===== src/rtl/act_pkg.sv =====
// Shared activation definitions: mode encodings and the default accumulator-aligned lane width.
package act_pkg;

   localparam int unsigned ACT_DATA_W = 33;

   localparam logic [1:0] ACT_BYPASS = 2'b00;
   localparam logic [1:0] ACT_RELU   = 2'b01;
   localparam logic [1:0] ACT_LEAKY  = 2'b10;
   localparam logic [1:0] ACT_CLAMP  = 2'b11;

endpackage


===== src/rtl/act_lane.sv =====
// One lane of the activation function, purely combinational.
module act_lane
   import act_pkg::*;
#(
   parameter int unsigned DATA_W     = ACT_DATA_W,
   parameter int unsigned LEAK_SHIFT = 3
) (
   input  logic [DATA_W-1:0] x,
   input  logic [1:0]        mode,
   input  logic [DATA_W-1:0] clamp_max,
   output logic [DATA_W-1:0] y
);

   logic signed [DATA_W-1:0] xs;
   logic signed [DATA_W-1:0] cs;

   assign xs = x;
   assign cs = clamp_max;

   always_comb begin
      y = x;
      unique case (mode)
         ACT_BYPASS: y = x;
         ACT_RELU:   y = x[DATA_W-1] ? '0 : x;
         ACT_LEAKY:  y = x[DATA_W-1] ? DATA_W'(xs >>> LEAK_SHIFT) : x;
         ACT_CLAMP: begin
            // A negative ceiling would otherwise leak a negative value through.
            if (x[DATA_W-1] || clamp_max[DATA_W-1]) y = '0;
            else if (xs > cs)                      y = clamp_max;
            else                                   y = x;
         end
         default:    y = x;
      endcase
   end

endmodule


===== src/rtl/relu_pipe.sv =====
// Multi-lane activation unit: two registered stages with valid/ready backpressure and a
// saturating counter of negative lanes seen on accepted beats.
module relu_pipe
   import act_pkg::*;
#(
   parameter int unsigned DATA_W     = ACT_DATA_W,
   parameter int unsigned LANES      = 4,
   parameter int unsigned LEAK_SHIFT = 3,
   parameter int unsigned CNT_W      = 16
) (
   input  logic                    clk,
   input  logic                    rst,
   input  logic [1:0]              mode,
   input  logic [DATA_W-1:0]       clamp_max,
   input  logic                    s_valid,
   output logic                    s_ready,
   input  logic [LANES*DATA_W-1:0] s_data,
   output logic                    m_valid,
   input  logic                    m_ready,
   output logic [LANES*DATA_W-1:0] m_data,
   output logic [CNT_W-1:0]        neg_cnt,
   input  logic                    stat_clr
);

   localparam int unsigned POP_W = $clog2(LANES + 1);

   logic                    s1_valid_q;
   logic [LANES*DATA_W-1:0] s1_data_q;
   logic [1:0]              s1_mode_q;
   logic [DATA_W-1:0]       s1_clamp_q;
   logic                    s2_valid_q;
   logic [LANES*DATA_W-1:0] s2_data_q;
   logic [LANES*DATA_W-1:0] act_y;
   logic [CNT_W-1:0]        cnt_q;
   logic [CNT_W-1:0]        cnt_d;
   logic [CNT_W-1:0]        cnt_base;
   logic [CNT_W:0]          cnt_sum;
   logic [POP_W-1:0]        neg_lanes;
   logic                    advance;
   logic                    accept;

   assign advance = !s2_valid_q || m_ready;
   assign s_ready = !s1_valid_q || advance;
   assign accept  = s_valid && s_ready;

   for (genvar i = 0; i < LANES; i++) begin : g_lane
      act_lane #(
         .DATA_W     (DATA_W),
         .LEAK_SHIFT (LEAK_SHIFT)
      ) u_act_lane (
         .x         (s1_data_q[i*DATA_W +: DATA_W]),
         .mode      (s1_mode_q),
         .clamp_max (s1_clamp_q),
         .y         (act_y[i*DATA_W +: DATA_W])
      );
   end

   always_comb begin
      neg_lanes = '0;
      for (int i = 0; i < LANES; i++) begin
         neg_lanes = neg_lanes + POP_W'(s_data[i*DATA_W + DATA_W - 1]);
      end
   end

   // Clear takes priority over the old value but not over the beat arriving in the same cycle.
   always_comb begin
      cnt_base = stat_clr ? '0 : cnt_q;
      cnt_sum  = {1'b0, cnt_base} + (CNT_W + 1)'(neg_lanes);
      cnt_d    = cnt_base;
      if (accept) cnt_d = cnt_sum[CNT_W] ? '1 : cnt_sum[CNT_W-1:0];
   end

   always_ff @(posedge clk) begin
      if (rst) begin
         s1_valid_q <= 1'b0;
         s1_data_q  <= '0;
         s1_mode_q  <= ACT_BYPASS;
         s1_clamp_q <= '0;
         s2_valid_q <= 1'b0;
         s2_data_q  <= '0;
         cnt_q      <= '0;
      end else begin
         cnt_q <= cnt_d;
         if (s_ready) begin
            s1_valid_q <= s_valid;
            if (s_valid) begin
               s1_data_q  <= s_data;
               s1_mode_q  <= mode;
               s1_clamp_q <= clamp_max;
            end
         end
         if (advance) begin
            s2_valid_q <= s1_valid_q;
            if (s1_valid_q) s2_data_q <= act_y;
         end
      end
   end

   assign m_valid = s2_valid_q;
   assign m_data  = s2_data_q;
   assign neg_cnt = cnt_q;

endmodule


===== config.mk =====
export PLATFORM = sky130hd
export DESIGN_NAME = relu_pipe
export DESIGN_NICKNAME = d
export VERILOG_FILES = /design/src/rtl/act_pkg.sv /design/src/rtl/act_lane.sv /design/src/rtl/relu_pipe.sv
export SDC_FILE = /design/constraint.sdc
export NUM_CORES = 1
export LEC_CHECK = 0
export ABC_AREA = 1
export CAP_MARGIN = 10
export CELL_PAD_IN_SITES_DETAIL_PLACEMENT = 1
export CELL_PAD_IN_SITES_GLOBAL_PLACEMENT = 1
export CORE_AREA = 2 2 224 226
export DETAILED_ROUTE_END_ITERATION = 12
export DIE_AREA = 0 0 226 228
export GPL_ROUTABILITY_DRIVEN = 0
export PLACE_DENSITY = 0.95
export SYNTH_ARGS = -nofsm -noshare
export SYNTH_HDL_FRONTEND = slang
export SYNTH_SLANG_ARGS = --single-unit

===== constraint.sdc =====
create_clock -name clk -period 6.7 [get_ports clk]
set_input_delay 0.67 -clock clk [delete_from_list [all_inputs] [get_ports clk]]
set_output_delay 0.67 -clock clk [all_outputs]
set_load 0.01 [all_outputs]

==> flow_metrics.py, run 1 <==
metrics = {
    "sta": {
        "max_freq_ghz": 0.252,
        "drv_slew": 0,
        "slew_headroom_pct": 4.64,
        "setup_tns_ns": 0,
        "unrepaired_setup_endpoints_after_global_routing": "false",
        "timing.final.crit_period_ns": 3.98,
        "final.period_utilization_pct": 59.3,
        "fin_worst_skew_ns": 0.0185,
        "finalHoldViolations": 0,
        "total_setup_violations_reported_at_the_end_of_the_flow": 0,
        "worst_pin_slew_ns": 1.43,
    },
    "power": {
        "power.static_leakage_nw": 10.3,
        "ir_drop_mv": 0.145,
        "p_per_area_nw_per_um2": 246,
    },
    "global_routing": {
        "maximum_number_of_pins_on_one_net_before_global_route_repair": 222,
        "first_pass_grt_wire_length_mm": 136,
        "gr-total-overflow": 0,
        "antenna_found_initial": 13,
        "grt.total_usage_pct": 33.6,
        "grt_pass1_vias": 23541,
    },
    "synthesis": {
        "synth-compound-area-share_pct": 23.8,
        "synth_mux_area_share_pct": 0,
        "ys.flop_type": "sky130_fd_sc_hd__dfxtp_1",
        "synthesis.instances": 3032,
        "synthesized_net_count": 3344,
        "yosysTopAreaCellShare_pct": 31.1,
        "ys_types": 43,
        "main_combinational_cell_family_by_area_after_synthesis": "simple AND/OR/NAND/NOR gates",
        "synth.top_cells.by_area": "sky130_fd_sc_hd__dfxtp_1 31%, sky130_fd_sc_hd__nand2_1 14%, sky130_fd_sc_hd__a21oi_1 13%, sky130_fd_sc_hd__ha_1 8.4%, sky130_fd_sc_hd__nand3_1 6.0%",
        "yosysTopAreaCell": "sky130_fd_sc_hd__dfxtp_1",
        "ffs_w_async_s_r_synth_pct": 0,
        "yosys.area_share.simple_pct": 25.4,
        "yosys_register_bits": 317,
        "syn_area_per_cell_um2": 6.74,
        "synth_adder_area_share_pct": 8.68,
        "yosysSeqAreaShare_pct": 31.1,
        "ys.warnings.count": 0,
        "syn_area_um2": 20400,
        "synth_xor_area_share_pct": 0.343,
        "synth-edff-count": 0,
    },
    "clock_network": {
        "clock_h_tree_levels": 2,
        "cts.clk_slew.worst_paths_ns": 0.06,
        "ctsResizeCount": 0,
        "number_of_buffers_added_to_fix_hold_violations_after_cts": 0,
        "cts.path.max_buffers": 3,
        "numCtsBuffers": 37,
        "clk_latency_worst_skew_pair_ns": 0.57,
        "clock_sink_count": 317,
        "tritoncts": "yes",
        "clock-root-buffer": "sky130_fd_sc_hd__clkbuf_16",
        "postCtsSetupBuffers": 0,
    },
    "floorplanning": {
        "area_of_the_core_um2": 49300,
        "io_pins": 322,
        "num_rows": 82,
        "initial_core_util_pct": 41.4,
        "fp.dieH_um": 228,
        "floorplan.die_area_um2": 51500,
        "die_boundary_width_um": 226,
    },
    "finish": {
        "drive_above_1_share_pct": 7.75,
        "finished_cell_area_um2": 25100,
        "syn_to_final_growth_pct": 22.8,
        "final_nets": 3533,
    },
    "status": {
        "outcome": "finished, final reports clean",
    },
    "detailed_routing": {
        "drtAntennaViolNets": 0,
        "wl_cell_um": 22.6,
        "wl_mm": 88.9,
        "route.detailed.vias_per_inst": 5.91,
        "first_iter_violations": 1923,
        "via_count": 23248,
        "drt_drc_violations_left": 0,
        "detail_route.first_pass.iterations": 5,
    },
    "worst_setup_path": {
        "cp.arrival_ns": 4.40,
        "critical_path_peak_fanout": 33,
        "critPathCaptureType": "register",
        "cp_data_required_time_ns": 7.13,
        "setup.reg_to_reg.worst_slack_ns": 2.72,
        "worstSetupPathType": "reg2reg",
        "rr_endpoint": "m_data[22]",
        "worst_setup_path_start_kind": "register",
        "r2r_start": "s1_clamp_q[16]",
        "timing.reg2reg.worst_path_depth": 15,
    },
    "hold_path": {
        "hold_path_startpoint": "s1_clamp_q[18]",
        "whs_endpoint": "s1_clamp_q[18]",
        "timing.hold.worst.class": "reg2reg",
        "min_delay_path_depth": 2,
    },
    "placement": {
        "hpwlAfterDp_mm": 58.7,
        "area_after_dpl_um2": 23800,
        "portBuffers": 321,
    },
    "run": {
        "cap_violations": 0,
    },
}
[per-layer routing]
layer,vias to the layer above,wire length (um),GRT usage [%]
met5,-,0,0
met4,0,5200,18.9
met3,285,7680,7.82
met2,1093,40700,53.6
met1,11273,35400,41.5
li1,10597,-,-
[synth_stat cells, types with 4 or more instances]
cell type and count:
sky130_fd_sc_hd__a21o_1 7, sky130_fd_sc_hd__a21oi_1 540, sky130_fd_sc_hd__a21oi_2 39, sky130_fd_sc_hd__a31oi_1 4, sky130_fd_sc_hd__buf_2 26, sky130_fd_sc_hd__buf_4 8
sky130_fd_sc_hd__buf_6 5, sky130_fd_sc_hd__clkbuf_1 149, sky130_fd_sc_hd__clkbuf_8 17, sky130_fd_sc_hd__dfxtp_1 317, sky130_fd_sc_hd__dlygate4sd1_1 4, sky130_fd_sc_hd__ha_1 137
sky130_fd_sc_hd__inv_1 255, sky130_fd_sc_hd__inv_2 12, sky130_fd_sc_hd__nand2_1 738, sky130_fd_sc_hd__nand2_2 40, sky130_fd_sc_hd__nand3_1 246, sky130_fd_sc_hd__nand3_2 33
sky130_fd_sc_hd__nand4_1 12, sky130_fd_sc_hd__nor2_1 87, sky130_fd_sc_hd__nor2_2 8, sky130_fd_sc_hd__nor3_1 13, sky130_fd_sc_hd__o21ai_0 192, sky130_fd_sc_hd__o221ai_1 24
sky130_fd_sc_hd__o22ai_1 89, sky130_fd_sc_hd__xor2_1 5
[flip-flops by register name, summed over array words and instances (netlist names)]
| signal | flops |
|---|---|
| s1_data_q | 132 |
| s1_valid_q | 1 |
| m_data | 132 |
| s1_mode_q | 2 |
| s1_clamp_q | 33 |
| m_valid | 1 |
| neg_cnt | 16 |
[critical path, stage by stage, from the launching register on]
cell,delay [ns]
sky130_fd_sc_hd__dfxtp_1,0.30
sky130_fd_sc_hd__inv_1,0.42
sky130_fd_sc_hd__buf_4,0.31
sky130_fd_sc_hd__ha_1,0.30
sky130_fd_sc_hd__a21oi_1,0.14
sky130_fd_sc_hd__o21ai_0,0.10
sky130_fd_sc_hd__nor2_1,0.11
sky130_fd_sc_hd__nand2_1,0.08
sky130_fd_sc_hd__nand2_1,0.11
sky130_fd_sc_hd__nand3_2,0.59
sky130_fd_sc_hd__nand2_2,0.82
sky130_fd_sc_hd__nand2_1,0.20
sky130_fd_sc_hd__nand3_1,0.14
sky130_fd_sc_hd__nand2_1,0.06
sky130_fd_sc_hd__nand2_1,0.06
sky130_fd_sc_hd__a21oi_1,0.06
[power breakdown]
part / internal [mW] / switching (mW) / leakage, nW
Combinational: 0.622 / 1.20 / 7.03
Clock: 1.35 / 0.913 / 0.646
Sequential: 2.01 / 0.0819 / 2.61
Total: 3.98 / 2.20 / 10.3
[worst max-delay path by stage]
| stage | startpoint | end | slack, ns | depth (start not counted) |
|---|---|---|---|---|
| after floorplan | s_data[32] | neg_cnt[14] | 3.75 | 12 |
| after global placement | s_data[32] | neg_cnt[14] | 2.88 | 13 |
| after detailed placement | s_data[32] | neg_cnt[6] | 2.74 | 13 |
| after CTS | s1_clamp_q[7] | m_data[38] | 2.90 | 17 |
| after global routing | s1_clamp_q[7] | m_data[37] | 2.54 | 17 |
| final | s1_clamp_q[16] | m_data[22] | 2.72 | 15 |
[through the flow]
step | worst slack [ns] | cells | utilization, % | power (mW) | hold WS [ns]
after CTS | 2.90 | 3922 | 50.8 | 6.15 | 0.461
after global placement | 2.88 | 3854 | 48.1 | 3.80 | 0.444
after detailed placement | 2.74 | 3854 | 48.1 | 3.88 | 0.453
after global routing | 2.54 | 3929 | 50.8 | 6.44 | 0.479
final | 2.72 | 3933 | 50.9 | 6.17 | 0.459
after floorplan | 3.75 | 3032 | - | 3.29 | 0.487
[final cells by class]
type	count	area [um2]
Antenna cell	11	27.5
Multi-Input combinational cell	2231	12000
Tap cell	672	841
Inverter	267	1000
Timing Repair Buffer	367	3600
Fill cell	6364	24300
Clock inverter	13	196
Sequential cell	317	6350
Clock buffer	55	1120
[kinds of logic (layout without fill, tap and decap cells)]
kind of cell               Yosys count  in the layout
xor gates and xnor gates             8              8
other                                0             11
and+or+nand+nor                   1185           1185
adders and majority gates          140            140
buffers and inverters              484            702
DFF                                317            317
AOI/OAI and AO/OA                  898            898
[placed cells by master, fill, tap and decap left out, types with 82 or more instances in the layout]
| master | n |
|---|---|
| sky130_fd_sc_hd__nand2_1 | 736 |
| sky130_fd_sc_hd__a21oi_1 | 540 |
| sky130_fd_sc_hd__clkdlybuf4s50_1 | 320 |
| sky130_fd_sc_hd__dfxtp_1 | 317 |
| sky130_fd_sc_hd__inv_1 | 253 |
| sky130_fd_sc_hd__nand3_1 | 246 |
| sky130_fd_sc_hd__o21ai_0 | 192 |
| sky130_fd_sc_hd__ha_1 | 137 |
| sky130_fd_sc_hd__o22ai_1 | 89 |
| sky130_fd_sc_hd__nor2_1 | 82 |
No activity file was read; power rests on OpenSTA's default activity.
==> inputs of run 2 (changes only) <==
--- a/config.mk
+++ b/config.mk
@@ -9,11 +9,11 @@
 export CAP_MARGIN = 10
 export CELL_PAD_IN_SITES_DETAIL_PLACEMENT = 1
 export CELL_PAD_IN_SITES_GLOBAL_PLACEMENT = 1
-export CORE_AREA = 2 2 224 226
+export CORE_AREA = 2 2 245 247
 export DETAILED_ROUTE_END_ITERATION = 12
-export DIE_AREA = 0 0 226 228
+export DIE_AREA = 0 0 247 249
 export GPL_ROUTABILITY_DRIVEN = 0
-export PLACE_DENSITY = 0.95
+export PLACE_DENSITY = 0.87
 export SYNTH_ARGS = -nofsm -noshare
 export SYNTH_HDL_FRONTEND = slang
 export SYNTH_SLANG_ARGS = --single-unit
==> constraint.sdc (replaced) <==
create_clock -name clk -period 3.25 [get_ports clk]
set_input_delay 0.325 -clock clk [delete_from_list [all_inputs] [get_ports clk]]
set_output_delay 0.325 -clock clk [all_outputs]
set_load 0.01 [all_outputs]
==> run 2 against run 1 <==
  * Largest cell class unchanged
  * Sequential power rose by 110%
  * Clock skew rose by 0.0052 ns
  * Routed wire length fell by 1.4%
  * Non-clock buffer count rose by 63
  * Register-to-register slack got worse by 2.4 ns
  * Via count fell by 2.6%
==> flow_metrics.py, run 2 (synthesis gave the netlist of run 1 again) <==
metrics = {
    "detailed_routing": {
        "first_iter_violations": 1807,
        "drtAntennaViolNets": 0,
        "wl_mm": 87.7,
        "drt_drc_violations_left": 0,
        "detail_route.first_pass.iterations": 5,
        "route.detailed.vias_per_inst": 5.53,
        "wl_cell_um": 21.4,
        "via_count": 22641,
    },
    "finish": {
        "layoutNonFillerInstCount": 4091,
        "syn_to_final_growth_pct": 26.2,
        "drive_above_1_share_pct": 9.59,
        "most_common_cell_after_layout_fill_and_taps_aside": "sky130_fd_sc_hd__nand2_1",
        "final_nets": 3599,
        "most-common-layout-cells": "736 x sky130_fd_sc_hd__nand2_1, 540 x sky130_fd_sc_hd__a21oi_1, 320 x sky130_fd_sc_hd__clkdlybuf4s50_1, 317 x sky130_fd_sc_hd__dfxtp_1, 254 x sky130_fd_sc_hd__inv_1",
    },
    "clock_network": {
        "numCtsBuffers": 40,
        "cts.clk_slew.worst_paths_ns": 0.06,
        "clock-root-buffer": "sky130_fd_sc_hd__clkbuf_16",
        "clk_latency_worst_skew_pair_ns": 0.58,
        "tritoncts": "yes",
        "postCtsSetupBuffers": 0,
        "clock_sink_count": 317,
        "cts.path.max_buffers": 3,
        "ctsResizeCount": 0,
        "number_of_buffers_added_to_fix_hold_violations_after_cts": 0,
        "clock_h_tree_levels": 2,
    },
    "worst_setup_path": {
        "r2r_start": "s1_clamp_q[25]",
        "setup.reg_to_reg.worst_slack_ns": 0.34,
        "worst_setup_path_start_kind": "register",
        "critical_path_peak_fanout": 22,
        "critical-path-slowest-cell": "sky130_fd_sc_hd__inv_1",
        "timing.reg2reg.worst_path_depth": 15,
        "worstSetupPathType": "reg2reg",
        "critPathCaptureType": "register",
        "cp_data_required_time_ns": 3.65,
        "rr_endpoint": "m_data[69]",
        "crit_path_max_incr_delay_ns": 0.45,
        "cp.arrival_ns": 3.31,
        "cp_cell_sequence": "inv_1 > buf_4 > ha_1 > nand2_1 > nor2_1 > nand2_1 > nor3_1 > nand2_1 > nand3_2 > buf_4 > nand3_1 > nand3_1 > nand2_1 > nand2_1 > a21oi_1",
        "crit_top_cell": "sky130_fd_sc_hd__nand2_1",
    },
    "floorplanning": {
        "initial_core_util_pct": 34.8,
        "io_pins": 322,
        "floorplan.die_area_um2": 61500,
        "fp.dieH_um": 249,
        "num_rows": 89,
        "area_of_the_core_um2": 58700,
        "die_boundary_width_um": 247,
    },
    "sta": {
        "unrepaired_setup_endpoints_after_global_routing": "false",
        "worst_pin_slew_ns": 1.14,
        "drv_slew": 0,
        "total_setup_violations_reported_at_the_end_of_the_flow": 0,
        "final.period_utilization_pct": 89.5,
        "finalHoldViolations": 0,
        "slew_headroom_pct": 24.0,
        "timing.final.crit_period_ns": 2.91,
        "setup_tns_ns": 0,
        "fin_worst_skew_ns": 0.0237,
        "max_freq_ghz": 0.344,
    },
    "power": {
        "clock_group_share_of_total_power_pct": 35.8,
        "share_seq_of_total_power_pct": 33.9,
        "p_sw_share_pct": 35.2,
        "p_per_area_nw_per_um2": 492,
        "switchingPower_mw": 4.47,
        "power.static_leakage_nw": 10.6,
        "pwr-share-comb_pct": 30.3,
        "cellInternalPower_mw": 8.22,
        "ir_drop_mv": 0.311,
    },
    "hold_path": {
        "timing.hold.worst.class": "in2reg",
        "whs_endpoint": "neg_cnt[10]",
        "min_delay_path_depth": 4,
        "hold_path_startpoint": "rst",
    },
    "global_routing": {
        "gr-total-overflow": 0,
        "grt_pass1_vias": 22588,
        "grt.total_usage_pct": 27.8,
        "first_pass_grt_wire_length_mm": 133,
        "maximum_number_of_pins_on_one_net_before_global_route_repair": 222,
        "antenna_found_initial": 4,
    },
    "placement": {
        "hpwlAfterDp_mm": 60.5,
        "portBuffers": 321,
        "placed_cells_incl_taps": 4018,
    },
    "run": {
        "cap_violations": 0,
    },
    "status": {
        "outcome": "finished, final reports clean",
    },
}
-- run 2: cell types whose count changed in the layout (fill, tap and decap cells not counted), moves of 2 or more --
cell and delta:
sky130_fd_sc_hd__clkbuf_16 +2, sky130_fd_sc_hd__clkinv_2 +5, sky130_fd_sc_hd__diode_2 -9, sky130_fd_sc_hd__clkbuf_8 -2, sky130_fd_sc_hd__buf_4 +52, sky130_fd_sc_hd__buf_12 +11
sky130_fd_sc_hd__bufinv_16 -2
-- run 2: final cells by class --
type	instances	area (um2)
Fill cell	7484	32900
Timing Repair Buffer	430	4210
Tap cell	773	967
Clock inverter	16	161
Clock buffer	55	1140
Inverter	267	1000
Antenna cell	2	5.00
Multi-Input combinational cell	2231	12000
Sequential cell	317	6350
-- run 2: how the worst max path moves through the flow --
stage,end,start
final,m_data[69],s1_clamp_q[25]
after global routing,m_data[52],s1_clamp_q[8]
after CTS,m_data[78],s1_clamp_q[25]
after detailed placement,neg_cnt[4],s_data[32]
after global placement,neg_cnt[14],s_data[32]
after floorplan,neg_cnt[14],s_data[32]
-- run 2: worst max-delay path, delay by kind of cell (launching register included) --
family | cells | cell delay (ns)
AND/OR/NAND/NOR | 10 | 1.21
flip-flops | 1 | 0.30
buffers and inverters | 3 | 0.99
AO/OA/AOI/OAI | 1 | 0.07
adder cells (fa/ha/maj) | 1 | 0.13
-- run 2: power by group through the flow --
| stage | registers (mW) | clock network [mW] | logic, mW |
|---|---|---|---|
| final | 4.30 | 4.54 | 3.85 |
| after global routing | 4.32 | 4.78 | 4.24 |
| after CTS | 4.30 | 4.64 | 3.82 |
| after detailed placement | 4.38 | 0 | 3.78 |
| after global placement | 4.37 | 0 | 3.67 |
| after floorplan | 4.37 | 0 | 2.42 |
-- run 2: metal layers --
layer	up-vias	global-route usage, %	wire [um]
met1	10989	36.1	37300
li1	10715	-	-
met4	2	9.12	2980
met2	788	45.7	40800
met5	-	0	15
met3	147	5.52	6570
-- run 2: metrics by stage --
stage	power, mW	util [%]	area, um2	setup WS, ns	hold WS (ns)
5_1_grt	13.3	43.9	25800	0.112	0.211
6_report	12.7	43.9	25800	0.340	0.191
4_1_cts	12.8	43.9	25800	0.370	0.176
2_1_floorplan	6.79	-	20400	0.640	0.487
3_5_place_dp	8.16	41.7	24500	-0.147	0.447
3_3_place_gp	8.04	41.7	24500	-0.0598	0.441
==> inputs of run 3 (changes only) <==
--- a/config.mk
+++ b/config.mk
@@ -6,7 +6,7 @@
 export NUM_CORES = 1
 export LEC_CHECK = 0
 export ABC_AREA = 1
-export CAP_MARGIN = 10
+export CAP_MARGIN = 20
 export CELL_PAD_IN_SITES_DETAIL_PLACEMENT = 1
 export CELL_PAD_IN_SITES_GLOBAL_PLACEMENT = 1
 export CORE_AREA = 2 2 245 247
==> results of run 3 <==
Final layout, timing and power as in run 2 (identical DEF).
